==> src/rtl/regfile_scan_reader_pkg.sv <==
// Shared register-file geometry and scan FSM encoding.
// The geometry constants are also used by the register file, so both stay in step.
package regfile_scan_reader_pkg;

  localparam int RF_NREGS = 32;
  localparam int RF_AW    = 5;
  localparam int RF_DW    = 32;

  typedef enum logic [1:0] {
    ST_IDLE = 2'd0,
    ST_READ = 2'd1,
    ST_SEND = 2'd2,
    ST_DONE = 2'd3
  } scan_state_e;

  // Smallest address width able to index n registers (minimum 1 bit).
  function automatic int addr_bits(input int n);
    int b;
    b = 1;
    while ((1 << b) < n) b++;
    return b;
  endfunction

endpackage

==> src/rtl/regfile_scan_reader.sv <==
// Walks the register file through a spare read port and streams (addr, data) words, then an XOR checksum.
// One word per cycle with o_out_valid held stable under backpressure; NREGS+3 cycles start-to-idle with no stalls.
module regfile_scan_reader
  import regfile_scan_reader_pkg::*;
#(
  parameter int NREGS = RF_NREGS,
  parameter int AW    = RF_AW,
  parameter int DW    = RF_DW
) (
  input  logic          i_clk,
  input  logic          i_rst,
  input  logic          i_start,
  output logic [AW-1:0] o_rd_addr,
  input  logic [DW-1:0] i_rd_data,
  output logic          o_out_valid,
  input  logic          i_out_ready,
  output logic [AW-1:0] o_out_addr,
  output logic [DW-1:0] o_out_data,
  output logic          o_out_last,
  output logic          o_busy,
  output logic          o_done,
  output logic [DW-1:0] o_checksum
);

  localparam logic [AW-1:0] LAST_ADDR = AW'(NREGS - 1);

  scan_state_e   r_state;
  logic [AW-1:0] r_ptr;
  logic [AW-1:0] r_out_addr;
  logic [DW-1:0] r_out_data;
  logic [DW-1:0] r_checksum;

  logic w_xfer;
  logic w_last;

  assign w_last = (r_out_addr == LAST_ADDR);
  assign w_xfer = (r_state == ST_SEND) && i_out_ready;

  always_ff @(posedge i_clk) begin
    if (i_rst) begin
      r_state    <= ST_IDLE;
      r_ptr      <= '0;
      r_out_addr <= '0;
      r_out_data <= '0;
      r_checksum <= '0;
    end else begin
      case (r_state)
        ST_IDLE: begin
          if (i_start) begin
            r_ptr      <= '0;
            r_checksum <= '0;
            r_state    <= ST_READ;
          end
        end
        ST_READ: begin
          r_out_data <= i_rd_data;
          r_out_addr <= r_ptr;
          r_ptr      <= r_ptr + AW'(1);
          r_state    <= ST_SEND;
        end
        ST_SEND: begin
          if (w_xfer) begin
            r_checksum <= r_checksum ^ r_out_data;
            if (w_last) begin
              // Pointer returns to 0 so the read port idles at address 0.
              r_ptr   <= '0;
              r_state <= ST_DONE;
            end else begin
              r_out_data <= i_rd_data;
              r_out_addr <= r_ptr;
              r_ptr      <= r_ptr + AW'(1);
            end
          end
        end
        ST_DONE: begin
          r_state <= ST_IDLE;
        end
        default: begin
          r_state <= ST_IDLE;
        end
      endcase
    end
  end

  assign o_rd_addr   = r_ptr;
  assign o_out_valid = (r_state == ST_SEND);
  assign o_out_addr  = r_out_addr;
  assign o_out_data  = r_out_data;
  assign o_out_last  = w_last;
  assign o_busy      = (r_state != ST_IDLE);
  assign o_done      = (r_state == ST_DONE);
  assign o_checksum  = r_checksum;

endmodule

==> config.mk <==
export PLATFORM = sky130hd
export DESIGN_NAME = regfile_scan_reader
export DESIGN_NICKNAME = d
export VERILOG_FILES = /design/src/rtl/regfile_scan_reader_pkg.sv /design/src/rtl/regfile_scan_reader.sv
export SDC_FILE = /design/constraint.sdc
export NUM_CORES = 1
export LEC_CHECK = 0
export CORE_ASPECT_RATIO = 2
export CORE_UTILIZATION = 41
export DETAILED_ROUTE_END_ITERATION = 8
export PLACE_DENSITY = 0.76
export SYNTH_ARGS = -nofsm -noshare
export SYNTH_HDL_FRONTEND = slang
export SYNTH_SLANG_ARGS = --single-unit
==> constraint.sdc <==
create_clock -name i_clk -period 1.7 [get_ports i_clk]
set_input_delay 0.255 -clock i_clk [delete_from_list [all_inputs] [get_ports i_clk]]
set_output_delay 0.255 -clock i_clk [all_outputs]
set_load 0.02 [all_outputs]
Yosys cells after proc, flatten, opt, wreduce, memory -nomap -nowiden. Index checks and enable logic that the tools add are counted.

Bits in registers: 76. Input bits: 36.

$add $sub $neg: 1. Equality and inequality tests: 8. Multiplexer cells: 17. Bitwise logic cells: 1. Reductions and logical operators: 10.

Operators with widths (number): $mux W32 (4); $pmux W32 S2 (2); $xor A32 B32 Y32 (1); $mux W5 (5); $pmux W5 S3 (1); $reduce_and A3 Y1 (4); $pmux W5 S2 (1); $pmux W2 S4 (1); $mux W2 (3); $reduce_bool A2 Y1 (3); $add A5 B1 Y5 const B (1); $eq A5 B5 Y1 const B (1); $eq A2 B2 Y1 const B (2); $ne A2 B1 Y1 const B (2); $ne A2 B2 Y1 const B (2); $reduce_bool A3 Y1 (1); $eq A2 B1 Y1 const B (1); $logic_not A2 Y1 (1); $logic_and A1 B1 Y1 (1).

Logic depth before layout (Yosys ltp). Gate-level depths: netlist of run 1.

Word-level depth: 4. Mapped depth: 9. Gate-level depth less buffers: 6.

Worst setup path after synthesis of run 1. OpenSTA, ideal clock, no wires.

Kind: register to register. Start point: register r_state[0]. End point: register r_checksum[10] (netlist: o_checksum[10]). Arrival time: 1.651 ns. Path slack: -0.068 ns. Cell stages (with the launch flop): 10. Path buffers: 3. Path through: dfxtp_1 inv_1 ha_1 buf_4 or2_1 buf_2 buf_6 nand4_1 xor2_1 nor2_1.

Longest elaborated chain between the ends: 4. Elaborated cells on any way between the ends: 8.

RTL lines: start: declaration (RTL line regfile_scan_reader.sv:27) `scan_state_e r_state;`; start signal: assignment (RTL line regfile_scan_reader.sv:41) `r_state <= ST_IDLE;`; start signal: assignment (RTL line regfile_scan_reader.sv:52) `r_state <= ST_READ;`; start signal: assignment (RTL line regfile_scan_reader.sv:59) `r_state <= ST_SEND;`; $eq A2 B2 Y1 (*); named net o_out_valid (RTL line regfile_scan_reader.sv:15) `output logic o_out_valid,`; $logic_and A1 B1 Y1 (RTL line regfile_scan_reader.sv:37) `assign w_xfer = (r_state == ST_SEND) && i_out_ready;`; $ne A2 B1 Y1 (no source line); $reduce_and A3 Y1 (no source line); end signal: assignment (RTL line regfile_scan_reader.sv:63) `r_checksum <= r_checksum ^ r_out_data;`; end: declaration (RTL line regfile_scan_reader.sv:31) `logic [DW-1:0] r_checksum;`.

The timed path passes the listed nets; every way through them passes the cells marked *. A chain may end at the register's enable or synchronous reset.

Worst setup path in the final report of run 1.
Start point: register r_ptr[1] (netlist: o_rd_addr[1]). End point: output o_rd_addr[1].

RTL lines: start: declaration (RTL line regfile_scan_reader.sv:28) `logic [AW-1:0] r_ptr;`; start signal: assignment (RTL line regfile_scan_reader.sv:58) `r_ptr <= r_ptr + AW'(1);`; start signal: assignment (RTL line regfile_scan_reader.sv:71) `r_ptr <= r_ptr + AW'(1);`; end: declaration (RTL line regfile_scan_reader.sv:13) `output logic [AW-1:0] o_rd_addr,`.

No word-level cell between the ends.

==> results.sh, run 1 <==
export IMPL_status="finished, final reports clean"
export IMPL_n_fill_cell=685
export IMPL_start_kind="register"
export IMPL_arrival_ns=1.40
export IMPL_drc=0
export IMPL_hold_path_cell_count=3
export IMPL_slew_violations=0
export IMPL_ctsHtreeMaxLevel=3
export IMPL_diodes=0
export IMPL_p_leak_uw=0.00207
export IMPL_cp_num_buf_inv=1
export IMPL_hold_start="i_rd_data[19]"
export IMPL_critPathCapture="o_rd_addr[1]"
export IMPL_netlist_area_leader_share_pct=45.2
export IMPL_clock_root_buffer="clkbuf_16"
export IMPL_die_h_um=130
export IMPL_period_share_pct=97.6
export IMPL_rsz0062_at_grt="false"
export IMPL_clkLatencyLatePin_ns=0.34
export IMPL_worst_pin_slew_ns=0.373
export IMPL_fmax_ghz=0.603
export IMPL_synth_seq_area_share_pct=45.2
export IMPL_io_pins=114
export IMPL_area_growth_pct=47.5
export IMPL_synthDistinctLibCells=32
export IMPL_postRouteAntennaNets=0
export IMPL_criticalPathCategory="reg2out"
export IMPL_synth_edf_count=0
export IMPL_numCtsBuffers=9
export IMPL_grt_max_degree=30
export IMPL_cellPowerDensity_nw_per_um2=1750
export IMPL_r2r_setup_slack_ns=0.09
export IMPL_start_util_pct=42.4
export IMPL_p_switching_uw=3240
export IMPL_die_area_um2=8590
export IMPL_cp_end_kind="output pin"
export IMPL_period_minus_slack_ns=1.66
export IMPL_cp_depth=1
export IMPL_grt_pass1_wl_mm=14.1
export IMPL_cts_clk_slew_worst_paths_ns=0.06
export IMPL_layout_common_cells="clkdlybuf4s50_1 (108), nand2_1 (75), dfxtp_1 (75)"
export IMPL_final_common_cell="clkdlybuf4s50_1"
export IMPL_min_path_type="in2reg"
export IMPL_first_pass_iters=4
export IMPL_async_flop_share_pct=0
export IMPL_synth_ff_type="dfxtp_1"
export IMPL_ys_top_cells_by_area="dfxtp_1 (45%), mux2i_1 (11%), xor2_1 (8.6%)"
export IMPL_cp_cell_sequence="clkdlybuf4s50_1"
export IMPL_switching_share_pct=37.2
export IMPL_clock_sinks=76
export IMPL_relSlewSlack_pct=75.0
export IMPL_syn_num_nets=401
export IMPL_timing_critical_path_from="o_rd_addr[1]"
export IMPL_vias_per_cell=5.11
export IMPL_gp_congestion=0.849
export IMPL_hold_ws_ns=0.469
export IMPL_crit_fanout=5
export IMPL_grt_usage_pct=22.0
export IMPL_dp_hpwl_mm=6.57
export IMPL_slowest_stage="clkdlybuf4s50_1"
export IMPL_hold_viol_final=0
export IMPL_antenna_found_initial=0
export IMPL_setup_viol_count_final=0
export IMPL_drv_cap=0
export IMPL_timing_rr_start="r_state[1]"
export IMPL_wl_per_cell_um=15.6
export IMPL_reg2regPathDepth=6
export IMPL_critPathMaxStageDelay_ns=0.64
export IMPL_portBuffers=113
export IMPL_core_um2=7940
export IMPL_syn_inst=359
export IMPL_synth_largest_area_cell="dfxtp_1"
export IMPL_synthesis_area_um2=3360
export IMPL_dp_cells=564
export IMPL_nets=521
export IMPL_ys_warn_count=0
export IMPL_cp_top_family="buffers and inverters"
export IMPL_drtIter0Drc=144
export IMPL_gr_total_overflow=0
export IMPL_synth_seq_cells=76
export IMPL_rows=46
export IMPL_routed_via_count=2965
export IMPL_vdd_drop_max_mv=0.912
export IMPL_drive_gt1_share_pct=11.4
export IMPL_grt_pass1_vias=2966
export IMPL_pwr_share_comb_pct=46.2
export IMPL_p_clk_share_pct=24.5
export IMPL_clockBufferDepth=2
export IMPL_postCtsSetupBuffers=0
export IMPL_required_ns=1.44
export IMPL_syn_area_per_cell_um2=9.37
export IMPL_routed_wl_mm=9.06
export IMPL_skew_ns=0.00721
export IMPL_intPower_uw=5460
export IMPL_regToRegEndpoint="o_out_data[8]"
export IMPL_final_cells=580
export IMPL_p_seq_share_pct=29.4
export IMPL_fp_dieW_um=66.1
export IMPL_cts_tree="built"
[synth_stat cells, types with 2 or more instances]
cell type and number:
nor2_1 32, dfxtp_1 76, nand4_1 34, nor4_2 2, nand3_1 2, xnor2_1 3
o21ai_0 2, buf_12 4, xor2_1 33, nor3_1 5, a31oi_1 2, inv_1 7
nand2b_1 2, buf_1 2, nor2b_1 2, buf_4 4, clkbuf_1 4, mux2i_1 38
ha_1 6, nand2_1 75, buf_2 11, buf_6 3
[tightest hold or removal path, stage by stage]
cell and delay (ns):
clkdlybuf4s50_1 0.40, nand2_1 0.06, mux2i_1 0.05
[kinds of logic after synthesis]
kind of cell / after synthesis / synth area share (%)
buffers and inverters: 35 / 7.36
muxes: 38 / 11.3
DFF: 76 / 45.2
and+or+nand+nor: 160 / 22.4
xor gates and xnor gates: 36 / 9.37
adders and majority gates: 6 / 2.23
AOI/OAI and AO/OA: 8 / 2.12
[worst min path at each step]
stage	end	slack, ns
3_3_place_gp	o_out_data[11]	0.46
5_1_grt	o_out_data[0]	0.47
2_1_floorplan	r_state[1]	0.32
4_1_cts	o_out_data[10]	0.46
6_report	o_out_data[19]	0.47
3_5_place_dp	o_out_data[11]	0.47
[power by group through the flow]
| stage | Sequential (µW) | Combinational [µW] | Clock (µW) |
|---|---|---|---|
| 5_1_grt | 2610 | 4270 | 2240 |
| 3_5_place_dp | 2580 | 3960 | 0 |
| 2_1_floorplan | 3010 | 2210 | 0 |
| 4_1_cts | 2550 | 3990 | 2160 |
| 6_report | 2560 | 4020 | 2130 |
| 3_3_place_gp | 2570 | 3880 | 0 |
[sequential cells by signal, indices dropped and copies added, names as in the netlist]
register / cells
o_out_data: 32
o_checksum: 32
o_out_addr: 5
r_state: 2
o_rd_addr: 5
[metrics by stage]
stage	TNS [ns]	utilization, %	worst slack [ns]	cell area [µm²]	power (µW)
2_1_floorplan	0	-	0.00598	3370	5220
3_3_place_gp	0	57.9	0.0506	4600	6460
3_5_place_dp	-0.00381	57.9	-0.00381	4600	6550
4_1_cts	0	62.2	0.0169	4940	8690
5_1_grt	0	62.5	0.000822	4960	9120
6_report	0	62.5	0.0416	4960	8700
[area by class of cell]
| cell class | count | area (µm²) | area share (%) |
|---|---|---|---|
| multi-input cells | 248 | 1630 | 32.9 |
| well taps | 96 | 120 | 2.42 |
| inverters | 7 | 26.3 | 0.530 |
| clock buffers | 11 | 233 | 4.69 |
| flip-flops and latches | 76 | 1520 | 30.7 |
| clock inverters | 5 | 100 | 2.02 |
| repair buffers | 137 | 1330 | 26.7 |
[metal layers]
metal,up-vias,wire length [µm],global-route usage [%]
li1,1442,-,-
met1,1413,3250,21.5
met2,94,5190,41.7
met3,16,362,4.81
met4,0,256,11.5
met5,-,0,0
[repair_timing]
| item | CTS | global route |
|---|---|---|
| gates resized for setup | 10 | 10 |
| pin swaps | 0 | 2 |
| endpoints found under the setup margin | 5 | 48 |
| hold buffers | 0 | 0 |
Power figures use the tool's default switching activity.
==> run 2: changes to the inputs <==
- CORE_UTILIZATION: 41 -> 35
- PLACE_DENSITY: 0.76 -> 0.64
- clock period: 1.7 -> 2 ns (I/O delays scaled with it)
==> run 2 against run 1 <==
Net effect:
- die area is 17% higher
- clock-buffer cell count is 4 higher
- sequential power down 15%
- sequential share of layout area is 0.74 points higher
- design area decreased by 2.4%
- via count fell by 4.1%
- routed wire length decreased by 4.3%
- clock power down 24%
- critical path type unchanged
- setup slack improved by 0.048 ns
- first-iteration DRC count decreased by 24%
- combinational power fell by 21%
- the run now ends with design-rule violations left
- core utilization fell by 11 points
- largest power group unchanged
==> results.sh, run 2 (synthesis results as in run 1) <==
export IMPL_status="finished with violations"
export IMPL_violations="design-rule violations"
export IMPL_io_pins=114
export IMPL_first_pass_iters=6
export IMPL_grt_max_degree=60
export IMPL_layout_common_cells="clkdlybuf4s50_1 (110), dfxtp_1 (76), nand2_1 (75)"
export IMPL_die_h_um=141
export IMPL_period_share_pct=95.5
export IMPL_grt_usage_pct=18.3
export IMPL_clock_root_buffer="clkbuf_16"
export IMPL_min_path_type="reg2reg"
export IMPL_start_kind="register"
export IMPL_nets=508
export IMPL_period_minus_slack_ns=1.91
export IMPL_drtIter0Drc=109
export IMPL_ctsHtreeMaxLevel=3
export IMPL_arrival_ns=1.61
export IMPL_die_area_um2=10000
export IMPL_area_growth_pct=43.8
export IMPL_cts_tree="built"
export IMPL_postRouteAntennaNets=0
export IMPL_portBuffers=113
export IMPL_power_uw=6980
export IMPL_routed_via_count=2842
export IMPL_dp_hpwl_mm=6.32
export IMPL_routed_wl_mm=8.67
export IMPL_cellPowerDensity_nw_per_um2=1440
export IMPL_rsz0062_at_grt="false"
export IMPL_gr_total_overflow=0
export IMPL_diodes=0
export IMPL_start_util_pct=36.1
export IMPL_skew_ns=0.00395
export IMPL_slowest_stage="clkdlybuf4s50_1"
export IMPL_final_common_cell="clkdlybuf4s50_1"
export IMPL_fp_dieW_um=71.3
export IMPL_grt_pass1_wl_mm=14.1
export IMPL_cp_num_buf_inv=1
export IMPL_criticalPathCategory="reg2out"
export IMPL_wl_per_cell_um=15.1
export IMPL_vias_per_cell=4.95
export IMPL_hold_viol_final=0
export IMPL_numCtsBuffers=9
export IMPL_drive_gt1_share_pct=7.45
export IMPL_clockBufferDepth=2
export IMPL_rows=50
export IMPL_clock_sinks=76
export IMPL_slew_violations=0
export IMPL_grt_pass1_vias=2900
export IMPL_p_leak_uw=0.00199
export IMPL_worst_pin_slew_ns=0.467
export IMPL_fmax_ghz=0.523
export IMPL_critPathMaxStageDelay_ns=0.63
export IMPL_vdd_drop_max_mv=0.592
export IMPL_core_um2=9320
export IMPL_fin_setup_tns_ns=0
export IMPL_clkLatencyLatePin_ns=0.33
export IMPL_required_ns=1.70
export IMPL_setup_viol_count_final=0
export IMPL_cp_end_kind="output pin"
export IMPL_drc=6
export IMPL_cp_cell_sequence="ha_2 > clkdlybuf4s50_1"
export IMPL_antenna_found_initial=0
export IMPL_cts_clk_slew_worst_paths_ns=0.05
export IMPL_drv_cap=0
export IMPL_relSlewSlack_pct=68.8
export IMPL_cp_top_family="buffers and inverters"
export IMPL_crit_fanout=5
export IMPL_gp_congestion=0.807
[run 2: cell count changes in the layout (fill, tap and decap cells not counted), moves of 2 or more]
cell / previous run / this run
clkinv_2: 2 / 0
clkdlybuf4s15_2: 2 / 0
buf_4: 22 / 8
bufinv_16: 3 / 0
clkdlybuf4s50_1: 108 / 110
dlygate4sd2_1: 1 / 3
clkbuf_1: 2 / 0
buf_12: 1 / 3
clkbuf_8: 0 / 6
[run 2: timing repair]
item                                    CTS  global route
resized for setup                         4             0
endpoints found under the setup margin    4             0
setup buffers                             0             0
hold endpoints to repair                  0             0
hold buffers                              0             0
[run 2: worst reg2reg max path, cell delays in order, from the launching register on]
cell and delay (ns):
dfxtp_1 0.36, inv_1 0.10, ha_1 0.28, buf_4 0.19, nand2b_1 0.11, buf_4 0.23, nand4_1 0.14, xor2_1 0.15
nor3_1 0.18
[run 2: final cells by class]
| type | count | area [µm²] |
|---|---|---|
| inverter | 7 | 26.3 |
| multi-input combinational | 248 | 1610 |
| clock buffer | 15 | 308 |
| timing repair buffer | 124 | 1250 |
| sequential | 76 | 1520 |
| tap | 104 | 130 |
| fill | 902 | 4480 |
[run 2: per-stage QoR]
step / utilization (%) / cell area (µm²) / setup slack [ns] / hold slack, ns / cells
floorplan: - / 3360 / 0.232 / 0.369 / 359
global placement: 48.6 / 4530 / 0.208 / 0.463 / 559
detailed placement: 48.6 / 4530 / 0.170 / 0.472 / 559
CTS: 51.9 / 4840 / 0.0549 / 0.482 / 574
global route: 51.9 / 4840 / 0.0300 / 0.511 / 574
finish: 51.9 / 4840 / 0.0896 / 0.477 / 574
[run 2: power breakdown]
group          internal, µW  leakage [µW]  switching (µW)  total (µW)
clock                  1040      0.000154             576        1610
sequential             1880      0.000618             297        2180
combinational          1410       0.00122            1790        3190
[run 2: final timing paths]
path	start	endpoint	slack [ns]	cells past startpoint
hold reg to reg	o_out_data[23]	o_out_data[23]	0.48	2
hold / removal	o_out_data[23]	o_out_data[23]	0.48	2
setup reg to reg	r_state[0]	o_rd_addr[2]	0.17	8
setup / recovery	r_state[1]	o_done	0.09	2
[run 2: metal layers]
layer / global-route usage [%] / up-vias / routed length (µm)
li1: - / 1403 / -
met4: 11.4 / 0 / 380
met1: 17.9 / 1329 / 3150
met5: 0 / - / 0
met3: 3.86 / 24 / 376
met2: 33.8 / 86 / 4760
